<file path="src/rtl/tone_tick_gen.sv">
`default_nettype none
// ============================================================================
//  Module      : tone_tick_gen
//  Description : Turns (period, duration) note commands into single-cycle
//                sin_clk step pulses for the 256-entry sine wavetable stage.
//                Each note plays for a fixed clock count, optionally followed
//                by a silent articulation gap.
//  Revision    : 1.0 - initial release
// ============================================================================
module tone_tick_gen #(
    parameter int PERIOD_W = 16,
    parameter int DUR_W    = 24,
    parameter int GAP_CYC  = 1024
) (
    input  logic                clk,
    input  logic                reset,
    input  logic                note_valid,
    output logic                note_ready,
    input  logic [PERIOD_W-1:0] note_period,
    input  logic [DUR_W-1:0]    note_dur,
    input  logic                stop,
    output logic                sin_clk,
    output logic                playing,
    output logic                note_done
);

    localparam int               GAP_W      = (GAP_CYC > 0) ? $clog2(GAP_CYC + 1) : 1;
    localparam logic [GAP_W-1:0] C_GAP_LOAD = GAP_W'(GAP_CYC);
    localparam bit               C_GAP_EN   = (GAP_CYC > 0);

    typedef enum logic [1:0] {
        S_IDLE = 2'd0,
        S_PLAY = 2'd1,
        S_GAP  = 2'd2
    } state_t;

    state_t              r_state,   w_state_nxt;
    logic [PERIOD_W-1:0] r_period,  w_period_nxt;
    logic [PERIOD_W-1:0] r_per_cnt, w_per_nxt;
    logic [DUR_W-1:0]    r_dur_cnt, w_dur_nxt;
    logic [GAP_W-1:0]    r_gap_cnt, w_gap_nxt;
    logic                r_tick,    w_tick_nxt;
    logic                r_done,    w_done_nxt;
    logic                w_wrap;

    // Next-state, counter and look-ahead output logic for the note player
    always_comb begin
        w_state_nxt  = r_state;
        w_period_nxt = r_period;
        w_per_nxt    = r_per_cnt;
        w_dur_nxt    = r_dur_cnt;
        w_gap_nxt    = r_gap_cnt;
        w_done_nxt   = 1'b0;
        w_tick_nxt   = 1'b0;
        // Period 0 makes this compare against all-ones, which only matches on
        // the natural counter wrap, so the counter simply rolls over.
        w_wrap       = (r_per_cnt == (r_period - 1'b1));

        case (r_state)
            S_IDLE: begin
                if (note_valid) begin
                    w_period_nxt = note_period;
                    if (note_dur == '0) begin
                        w_done_nxt = 1'b1;
                    end else begin
                        w_state_nxt = S_PLAY;
                        w_per_nxt   = '0;
                        w_dur_nxt   = note_dur;
                    end
                end
            end
            S_PLAY: begin
                if (stop) begin
                    w_state_nxt = S_IDLE;
                    w_per_nxt   = '0;
                    w_dur_nxt   = '0;
                end else begin
                    w_per_nxt = w_wrap ? '0 : (r_per_cnt + 1'b1);
                    w_dur_nxt = r_dur_cnt - 1'b1;
                    if (r_dur_cnt == DUR_W'(1)) begin
                        w_per_nxt = '0;
                        if (C_GAP_EN) begin
                            w_state_nxt = S_GAP;
                            w_gap_nxt   = C_GAP_LOAD;
                        end else begin
                            w_state_nxt = S_IDLE;
                            w_done_nxt  = 1'b1;
                        end
                    end
                end
            end
            S_GAP: begin
                if (stop) begin
                    w_state_nxt = S_IDLE;
                    w_gap_nxt   = '0;
                end else begin
                    w_gap_nxt = r_gap_cnt - 1'b1;
                    if (r_gap_cnt == GAP_W'(1)) begin
                        w_state_nxt = S_IDLE;
                        w_done_nxt  = 1'b1;
                    end
                end
            end
            default: begin
                w_state_nxt = S_IDLE;
            end
        endcase

        // The pulse is decided one clock ahead so sin_clk comes from a flop
        // during the PLAY cycle whose period count reaches period-1.
        w_tick_nxt = (w_state_nxt == S_PLAY) && (w_period_nxt != '0) &&
                     (w_per_nxt == (w_period_nxt - 1'b1));
    end

    // State, counters and registered outputs; reset discards any latched note
    always_ff @(posedge clk or negedge reset) begin
        if (!reset) begin
            r_state   <= S_IDLE;
            r_period  <= '0;
            r_per_cnt <= '0;
            r_dur_cnt <= '0;
            r_gap_cnt <= '0;
            r_tick    <= 1'b0;
            r_done    <= 1'b0;
        end else begin
            r_state   <= w_state_nxt;
            r_period  <= w_period_nxt;
            r_per_cnt <= w_per_nxt;
            r_dur_cnt <= w_dur_nxt;
            r_gap_cnt <= w_gap_nxt;
            r_tick    <= w_tick_nxt;
            r_done    <= w_done_nxt;
        end
    end

    assign note_ready = (r_state == S_IDLE);
    assign playing    = (r_state == S_PLAY);
    assign note_done  = r_done;
    // stop suppresses a pulse in the very cycle it is asserted
    assign sin_clk    = r_tick & ~stop;

endmodule
`default_nettype wire

</file>
<file path="config.mk">
export PLATFORM = sky130hd
export DESIGN_NAME = tone_tick_gen
export DESIGN_NICKNAME = d
export VERILOG_FILES = /design/src/rtl/tone_tick_gen.sv
export SDC_FILE = /design/constraint.sdc
export NUM_CORES = 1
export LEC_CHECK = 0
export ABC_CLOCK_PERIOD_IN_PS = 11500
export CELL_PAD_IN_SITES_DETAIL_PLACEMENT = 1
export CELL_PAD_IN_SITES_GLOBAL_PLACEMENT = 1
export CORE_UTILIZATION = 45
export CTS_CLUSTER_SIZE = 10
export DETAILED_ROUTE_END_ITERATION = 10
export PLACE_DENSITY = 0.93
export SYNTH_ARGS = -nofsm -noshare
export SYNTH_HDL_FRONTEND = slang
export SYNTH_SLANG_ARGS = --single-unit
</file>
<file path="constraint.sdc">
create_clock -name clk -period 11.5 [get_ports clk]
set_clock_uncertainty 0.05 [all_clocks]
set_input_delay 2.875 -clock clk [delete_from_list [all_inputs] [get_ports clk]]
set_output_delay 2.875 -clock clk [all_outputs]
set_load 0.05 [all_outputs]
</file>
== Word level (Yosys, flattened, before mapping) ==
Cells that the tools add are included.

* Add/sub/neg operators: 5
* Multiply operators: 0
* Divide/modulo/power cells: 0
* Order comparisons: 0
* Equality and inequality tests: 11
* Shift-type cells: 0
* Multiplexer cells: 28
* Bitwise logic cells: 2
* Reduce and logical (&&, ||, !) cells: 9

{| class="wikitable"
|+ Operators with widths
! cell !! number
|-
| $mux W16 || 7
|-
| $mux W24 || 3
|-
| $pmux W24 S2 || 1
|-
| $mux W11 || 3
|-
| $eq A16 B16 Y1 || 2
|-
| $pmux W16 S2 || 1
|-
| $sub A16 B1 Y16 const B || 2
|-
| $eq A24 B1 Y1 const B || 1
|-
| $logic_not A24 Y1 || 1
|-
| $sub A24 B1 Y24 const B || 1
|-
| $pmux W11 S2 || 1
|-
| $add A16 B1 Y16 const B || 1
|-
| $reduce_bool A16 Y1 || 1
|-
| $mux W2 || 6
|-
| $eq A11 B1 Y1 const B || 1
|-
| $sub A11 B1 Y11 const B || 1
|-
| $ne A2 B2 Y1 const B || 3
|-
| $pmux W2 S3 || 1
|-
| $reduce_and A3 Y1 || 2
|-
| $eq A2 B1 Y1 const B || 2
|-
| $mux W1 || 4
|-
| $reduce_bool A2 Y1 || 2
|-
| $eq A2 B2 Y1 const B || 1
|-
| $logic_and A1 B1 Y1 || 2
|-
| 5 further kinds || 5
|}

* Bits in registers: 71
* Bits in latches: 0
* Bits in writable memories: 0
* Memory bits (read-only): 0
* Bits of input ports: 44
* Output and inout port bits: 4
* Logic and storage cells: 62
* Memories kept: 0

== Logic depth before layout (Yosys ltp) ==
Gate-level depths: netlist of the first run.

* Depth after elaboration: 8
* Gate-level depth with buffers: 18
* Depth with buffers taken out: 14

== Worst setup path after synthesis of the first run ==
OpenSTA, ideal clock, no wires.

* Path type: input port to output port
* From: in stop
* To: out sin_clk
* Arrival: 3564 ps
* Path slack: 5011 ps
* Cell stages on the path: 1
* Buffers on the path: 0
* Cell sequence: nor2b_1

* Word-level cells in the longest chain between the ends: 2

{| class="wikitable"
|+ RTL lines
! what !! line !! RTL
|-
| start: declaration || 21 || <nowiki>input logic stop,</nowiki>
|-
| $not A1 Y1 || 140 || <nowiki>assign sin_clk = r_tick & ~stop;</nowiki>
|-
| $and A1 B1 Y1 || 140 ||
|-
| end: declaration || 22 || <nowiki>output logic sin_clk,</nowiki>
|}

Every way passes these cells.

== Final worst setup path of the first run ==
Same ends and word-level chain as after synthesis.

==> results.json, run 1 <==
{
  "worst_skew_pair.late_latency_ns": 0.35,
  "numPortBuffers": 47,
  "critical_path_arrival_ns": 4.43,
  "ys_seq_area_share_pct": 31.3,
  "grt_pass1_vias": 6057,
  "grt_max_degree": 72,
  "std_cell_rows": 40,
  "dp.cells": 891,
  "vdd_drop_max_mv": 0.0703,
  "final_antenna_violating_net_count": 0,
  "antenna_cells": 0,
  "synth.yosys.warnings": 0,
  "fillerInstances": 1488,
  "ctsResizeCount": 0,
  "startpoint": "stop",
  "post-route-period-util_pct": 63.9,
  "synthesis.area_um2": 5680,
  "final.min_clock_period_ns": 7.35,
  "initial_core_util_pct": 46.7,
  "timing.setup.tns_ns": 0,
  "antenna_found_initial": 0,
  "cts_tree": "done",
  "synth_enable_flop_cells": 0,
  "hp-start": "r_gap_cnt[9]",
  "routedWlPerCell_um": 21.7,
  "dieWidth_um": 114,
  "die_y_um": 114,
  "syn_to_final_growth_pct": 15.6,
  "tightest_pin_transition_ns": 1.16,
  "clock_pin_slew_of_the_registers_on_the_worst_case_setup_and_hold_paths_ns": 0.06,
  "max_freq_mhz": 136,
  "timing.final.setup_violations": 0,
  "layout_cell_area_excl_fill_um2": 6570,
  "crit_path_end_kind": "primary output",
  "synthArstFlopShare_pct": 100,
  "ff2ff_path_depth": 15,
  "post_route_cells_drive_above_1_share_pct": 6.90,
  "worst_slew_margin_relative_to_its_limit_pct": 22.1,
  "cts_root_buffer": "sky130_fd_sc_hd__clkbuf_16",
  "outcome": "completed",
  "r2r_start": "r_state[0]",
  "drc_errors": 0,
  "min_path_cells": 1,
  "worst-setup-path-type": "input port to primary output",
  "finalNetCount": 785,
  "drt_iter0_markers": 438,
  "post-cts-setup-buffers": 0,
  "placement.cell_area_um2": 6210,
  "dpl.hpwl_um": 14200,
  "wl_um": 19700,
  "hp-class": "flip-flop to flip-flop",
  "post_drt_via_cell_ratio": 6.44,
  "synthDistinctLibCells": 80,
  "critPathCapture": "sin_clk",
  "rr_endpoint": "r_tick",
  "core_area_um2": 12200,
  "power_leakage_nw": 2.70,
  "grt_pass1_wl_um": 31800,
  "drv_cap": 0,
  "cts_inserted_buffers": 9,
  "design.portCount": 48,
  "regToRegSetupSlack_ns": 6.98,
  "rsz0062_at_grt": "no",
  "gp_congestion": 0.934,
  "grt_util_all_layers_pct": 31.6,
  "finalNonFillerCells": 907,
  "dr.pass1.iters": 5,
  "synthFlopType": "sky130_fd_sc_hd__dfrtp_1",
  "grt_overflow_total": 0,
  "synth.net_count": 770,
  "worstPathMaxFanout": 8,
  "clock-sinks": 71,
  "avgSynthCellArea_um2": 7.90,
  "timing.final.hold_violations": 0,
  "power_density_relative_to_cell_area_nw_per_um2": 150,
  "critical_path.startpoint_type": "input port",
  "report.final.slew_viol_count": 0,
  "cts_max_level": 3,
  "design.die.area_um2": 13100,
  "synthCells": 719,
  "synth.ff_latch_count": 71,
  "cp.required_ns": 8.58,
  "cts_hold_buffers": 0,
  "cts_buffer_depth": 2,
  "route.vias.total": 5844
}
-- cell usage after synthesis, drive strengths merged, types with 7 or more instances --
cell type / number / area share, %
nand2: 76 / 5.1
dfrtp: 71 / 31
nor2: 71 / 4.7
o21ai: 66 / 5.8
clkbuf: 43 / 2.8
a21oi: 34 / 3.1
nor3: 31 / 2.8
inv: 29 / 1.9
xor2: 27 / 4.2
nor4: 22 / 2.8
nand3: 21 / 1.8
xnor2: 18 / 2.8
mux2i: 17 / 3.0
and3: 11 / 1.2
a32oi: 10 / 1.5
a31oi: 9 / 1.3
o22ai: 9 / 0.99
o31ai: 9 / 1.2
a211oi: 8 / 1.2
nand2b: 8 / 0.88
a221o: 7 / 1.2
ha: 7 / 1.5
nor3b: 7 / 0.92
-- cell usage in the layout (no fill, tap or decap), types with 6 or more instances in the layout --
cell type and n:
sky130_fd_sc_hd__a31oi_1 8, sky130_fd_sc_hd__o22ai_1 9, sky130_fd_sc_hd__a221o_1 7, sky130_fd_sc_hd__nor3_1 30
sky130_fd_sc_hd__o31ai_1 8, sky130_fd_sc_hd__or3_1 6, sky130_fd_sc_hd__inv_1 29, sky130_fd_sc_hd__a211oi_1 6
sky130_fd_sc_hd__nor2_1 70, sky130_fd_sc_hd__dfrtp_1 71, sky130_fd_sc_hd__and3_1 11, sky130_fd_sc_hd__xnor2_1 18
sky130_fd_sc_hd__xor2_1 27, sky130_fd_sc_hd__nor3b_1 6, sky130_fd_sc_hd__nand2_1 75, sky130_fd_sc_hd__clkbuf_16 9
sky130_fd_sc_hd__nor4_1 20, sky130_fd_sc_hd__a32oi_1 10, sky130_fd_sc_hd__o21ai_1 6, sky130_fd_sc_hd__ha_1 7
sky130_fd_sc_hd__nand2b_1 8, sky130_fd_sc_hd__clkdlybuf4s50_1 46, sky130_fd_sc_hd__o21ai_0 60, sky130_fd_sc_hd__mux2i_1 17
sky130_fd_sc_hd__nand3_1 21, sky130_fd_sc_hd__a21oi_1 32, sky130_fd_sc_hd__buf_4 7
-- through the flow --
step	hold slack [ns]	setup slack (ns)	power [mW]	utilization, %
after detailed placement	0.429	4.16	0.638	51.1
after floorplan	0.392	5.01	0.534	-
after global routing	0.454	4.06	1.03	54.0
after CTS	0.443	4.14	0.985	54.0
final	0.447	4.15	0.986	54.0
after global placement	0.412	4.22	0.621	51.1
-- final cells by class --
type                    count  area (um^2)  area share [%]
clock inverters             6          116            1.77
multi-input cells         570         3600            54.9
flip-flops and latches     71         1780            27.0
inverters                  29          109            1.66
repair buffers             53          513            7.81
well taps                 168          210            3.20
clock buffers              10          239            3.64
-- worst min-delay path by stage --
stage | to
after floorplan | r_gap_cnt[8]
after global placement | r_gap_cnt[8]
after detailed placement | r_gap_cnt[8]
after CTS | r_gap_cnt[9]
after global routing | r_gap_cnt[8]
final | r_gap_cnt[9]
-- critical path, cell delays in order --
cell	delay [ns]
sky130_fd_sc_hd__clkdlybuf4s50_1	0.55
sky130_fd_sc_hd__nor2b_1	0.18
sky130_fd_sc_hd__clkdlybuf4s50_1	0.82
-- power breakdown --
part | total [mW] | switching, mW | internal, mW
Combinational | 0.309 | 0.193 | 0.116
Sequential | 0.334 | 0.0522 | 0.282
Clock | 0.343 | 0.124 | 0.220
-- routing by layer --
layer	track usage [%]	up-vias	wire, um
met1	37.8	2895	8060
met4	15.0	0	672
li1	-	2665	-
met2	55.6	230	9940
met3	4.50	54	1030
met5	0	-	0
-- state kept, by name, summed over array words and instances, names as in the netlist --
name	count
r_gap_cnt	11
r_state	2
r_per_cnt	16
r_tick	1
r_period	16
r_dur_cnt	24
note_done	1
-- logic make-up (layout without fill, tap and decap cells) --
group                    Yosys count  after routing  synth area share (%)
AND/OR/NAND/NOR                  299            299                  27.3
adder cells (fa/ha/maj)            7              7                  1.54
XOR/XNOR                          46             46                  7.33
buffers and inverters             78             98                  5.62
multiplexers                      19             19                  3.39
AO/OA/AOI/OAI                    199            199                  23.6
flip-flops                        71             71                  31.3
Power figures use the tool's default switching activity.
==> run 2: changes to the inputs <==
ABC_CLOCK_PERIOD_IN_PS = 6400   (was 11500)
CORE_UTILIZATION = 40   (was 45)
PLACE_DENSITY = 0.88   (was 0.93)
clock period = 6.4 ns   (was 11.5 ns; I/O delays follow)
==> results.json, run 2 (synthesized netlist as in run 1, its figures left out) <==
{
  "final_antenna_violating_net_count": 0,
  "wl_um": 19700,
  "numPortBuffers": 47,
  "dpl.hpwl_um": 14500,
  "route.vias.total": 5826,
  "dr.pass1.iters": 7,
  "cts_buffer_depth": 2,
  "power_density_relative_to_cell_area_nw_per_um2": 256,
  "grt_pass1_wl_um": 32200,
  "timing.setup.tns_ns": 0,
  "antenna_cells": 0,
  "grt_max_degree": 72,
  "worstPathMaxFanout": 8,
  "core_area_um2": 13900,
  "clock-sinks": 71,
  "clock_pin_slew_of_the_registers_on_the_worst_case_setup_and_hold_paths_ns": 0.06,
  "worst_slew_margin_relative_to_its_limit_pct": 16.1,
  "hp-class": "flip-flop to flip-flop",
  "regToRegSetupSlack_ns": 2.25,
  "report.final.slew_viol_count": 0,
  "timing.final.hold_violations": 0,
  "vdd_drop_max_mv": 0.158,
  "max_stage_delay_ns": 0.52,
  "cts_inserted_buffers": 9,
  "timing.final.setup_violations": 0,
  "drc_errors": 0,
  "top_regs": "r_dur_cnt x24, r_per_cnt x16, r_period x16",
  "rr_endpoint": "r_tick",
  "crit_path_end_kind": "flip-flop",
  "grt_overflow_total": 0,
  "final_common_cell": "sky130_fd_sc_hd__nand2_1",
  "post-route-period-util_pct": 81.0,
  "dieWidth_um": 121,
  "largest_register_ffs": 24,
  "grt_pass1_vias": 6216,
  "cts_tree": "done",
  "post_route_cells_drive_above_1_share_pct": 6.89,
  "drv_cap": 0,
  "std_cell_rows": 43,
  "finalNetCount": 787,
  "initial_core_util_pct": 40.9,
  "min_to": "r_gap_cnt[9]",
  "tightest_pin_transition_ns": 1.25,
  "ctsResizeCount": 0,
  "ff2ff_path_depth": 12,
  "die_y_um": 121,
  "critical_path_arrival_ns": 5.39,
  "outcome": "completed",
  "holdWs_ns": 0.436,
  "drt_iter0_markers": 362,
  "power_leakage_nw": 2.66,
  "cts_root_buffer": "sky130_fd_sc_hd__clkbuf_16",
  "r2r_start": "r_period[0]",
  "critical_path.startpoint_type": "input port",
  "post_drt_via_cell_ratio": 6.33,
  "crit_path_cell_trace": "clkdlybuf4s50_1, nor3b_2, nor2_1, a21oi_1, ha_1, nor3b_1, xor2_1, mux2i_1, and2_1, a2111oi_0, and3b_1, a31oi_1, nor4b_1, nand4_1, nor4_2",
  "cts_max_level": 3,
  "cp.required_ns": 6.60,
  "largest-register": "r_dur_cnt",
  "cts_hold_buffers": 0,
  "routedWlPerCell_um": 21.5,
  "design.die.area_um2": 14700,
  "max_freq_mhz": 193,
  "syn_to_final_growth_pct": 15.0,
  "layout.cells.most_common_list": "sky130_fd_sc_hd__nand2_1 (75), sky130_fd_sc_hd__dfrtp_1 (71), sky130_fd_sc_hd__nor2_1 (70), sky130_fd_sc_hd__o21ai_0 (60), sky130_fd_sc_hd__clkdlybuf4s50_1 (46)",
  "worst-setup-path-type": "input port to flip-flop",
  "antenna_found_initial": 0,
  "hp-start": "r_gap_cnt[9]",
  "design.portCount": 48,
  "min_path_cells": 1,
  "worst_path_max_delay_cell": "sky130_fd_sc_hd__clkdlybuf4s50_1",
  "gp_congestion": 0.935,
  "worst_skew_pair.late_latency_ns": 0.35,
  "post-cts-setup-buffers": 0,
  "grt_util_all_layers_pct": 28.4,
  "final.min_clock_period_ns": 5.19,
  "rsz0062_at_grt": "no"
}
==> run 2: critical path: cells and delay by family <==
kind                     cells  cell delay, ns
buffers and inverters        1            0.52
XOR/XNOR                     1            0.18
multiplexers                 1            0.16
AO/OA/AOI/OAI                3            0.76
adder cells (fa/ha/maj)      1            0.37
AND/OR/NAND/NOR              8            1.81
==> run 2: routing by layer <==
metal | routed length [um] | track usage [%] | vias to the layer above
met2 | 10000 | 50.2 | 186
met1 | 8390 | 33.3 | 2925
met5 | 0 | 0 | -
li1 | - | - | 2671
met3 | 889 | 6.48 | 44
met4 | 450 | 10.7 | 0
==> run 2: worst max path at each step <==
stage | startpoint | to | slack (ns) | depth (start not counted)
3_3_place_gp | note_valid | r_tick | 1.05 | 15
2_1_floorplan | note_valid | r_tick | 1.31 | 17
5_1_grt | note_valid | r_tick | 0.83 | 15
4_1_cts | note_valid | r_tick | 1.24 | 15
6_report | note_valid | r_tick | 1.21 | 15
3_5_place_dp | note_valid | r_tick | 0.93 | 15
==> run 2: stage by stage <==
stage	area (um^2)	power [mW]	instances	worst slack, ns	util [%]
finish	6530	1.67	920	1.21	47.1
global route	6530	1.75	920	0.831	47.1
CTS	6530	1.67	920	1.24	47.1
detailed placement	6240	1.15	905	0.928	45.0
global placement	6240	1.12	905	1.05	45.0
floorplan	5680	0.960	719	1.31	-
==> run 2: power by group <==
part	internal (mW)	switching [mW]
clock	0.300	0.214
combinational	0.210	0.344
sequential	0.507	0.0961
==> run 2: final cells by class <==
class	count	area [um^2]
repair buffers	55	528
inverters	29	109
multi-input cells	570	3600
clock buffers	10	229
clock inverters	5	60.1
fillers	1698	7350
flip-flops and latches	71	1780
well taps	180	225
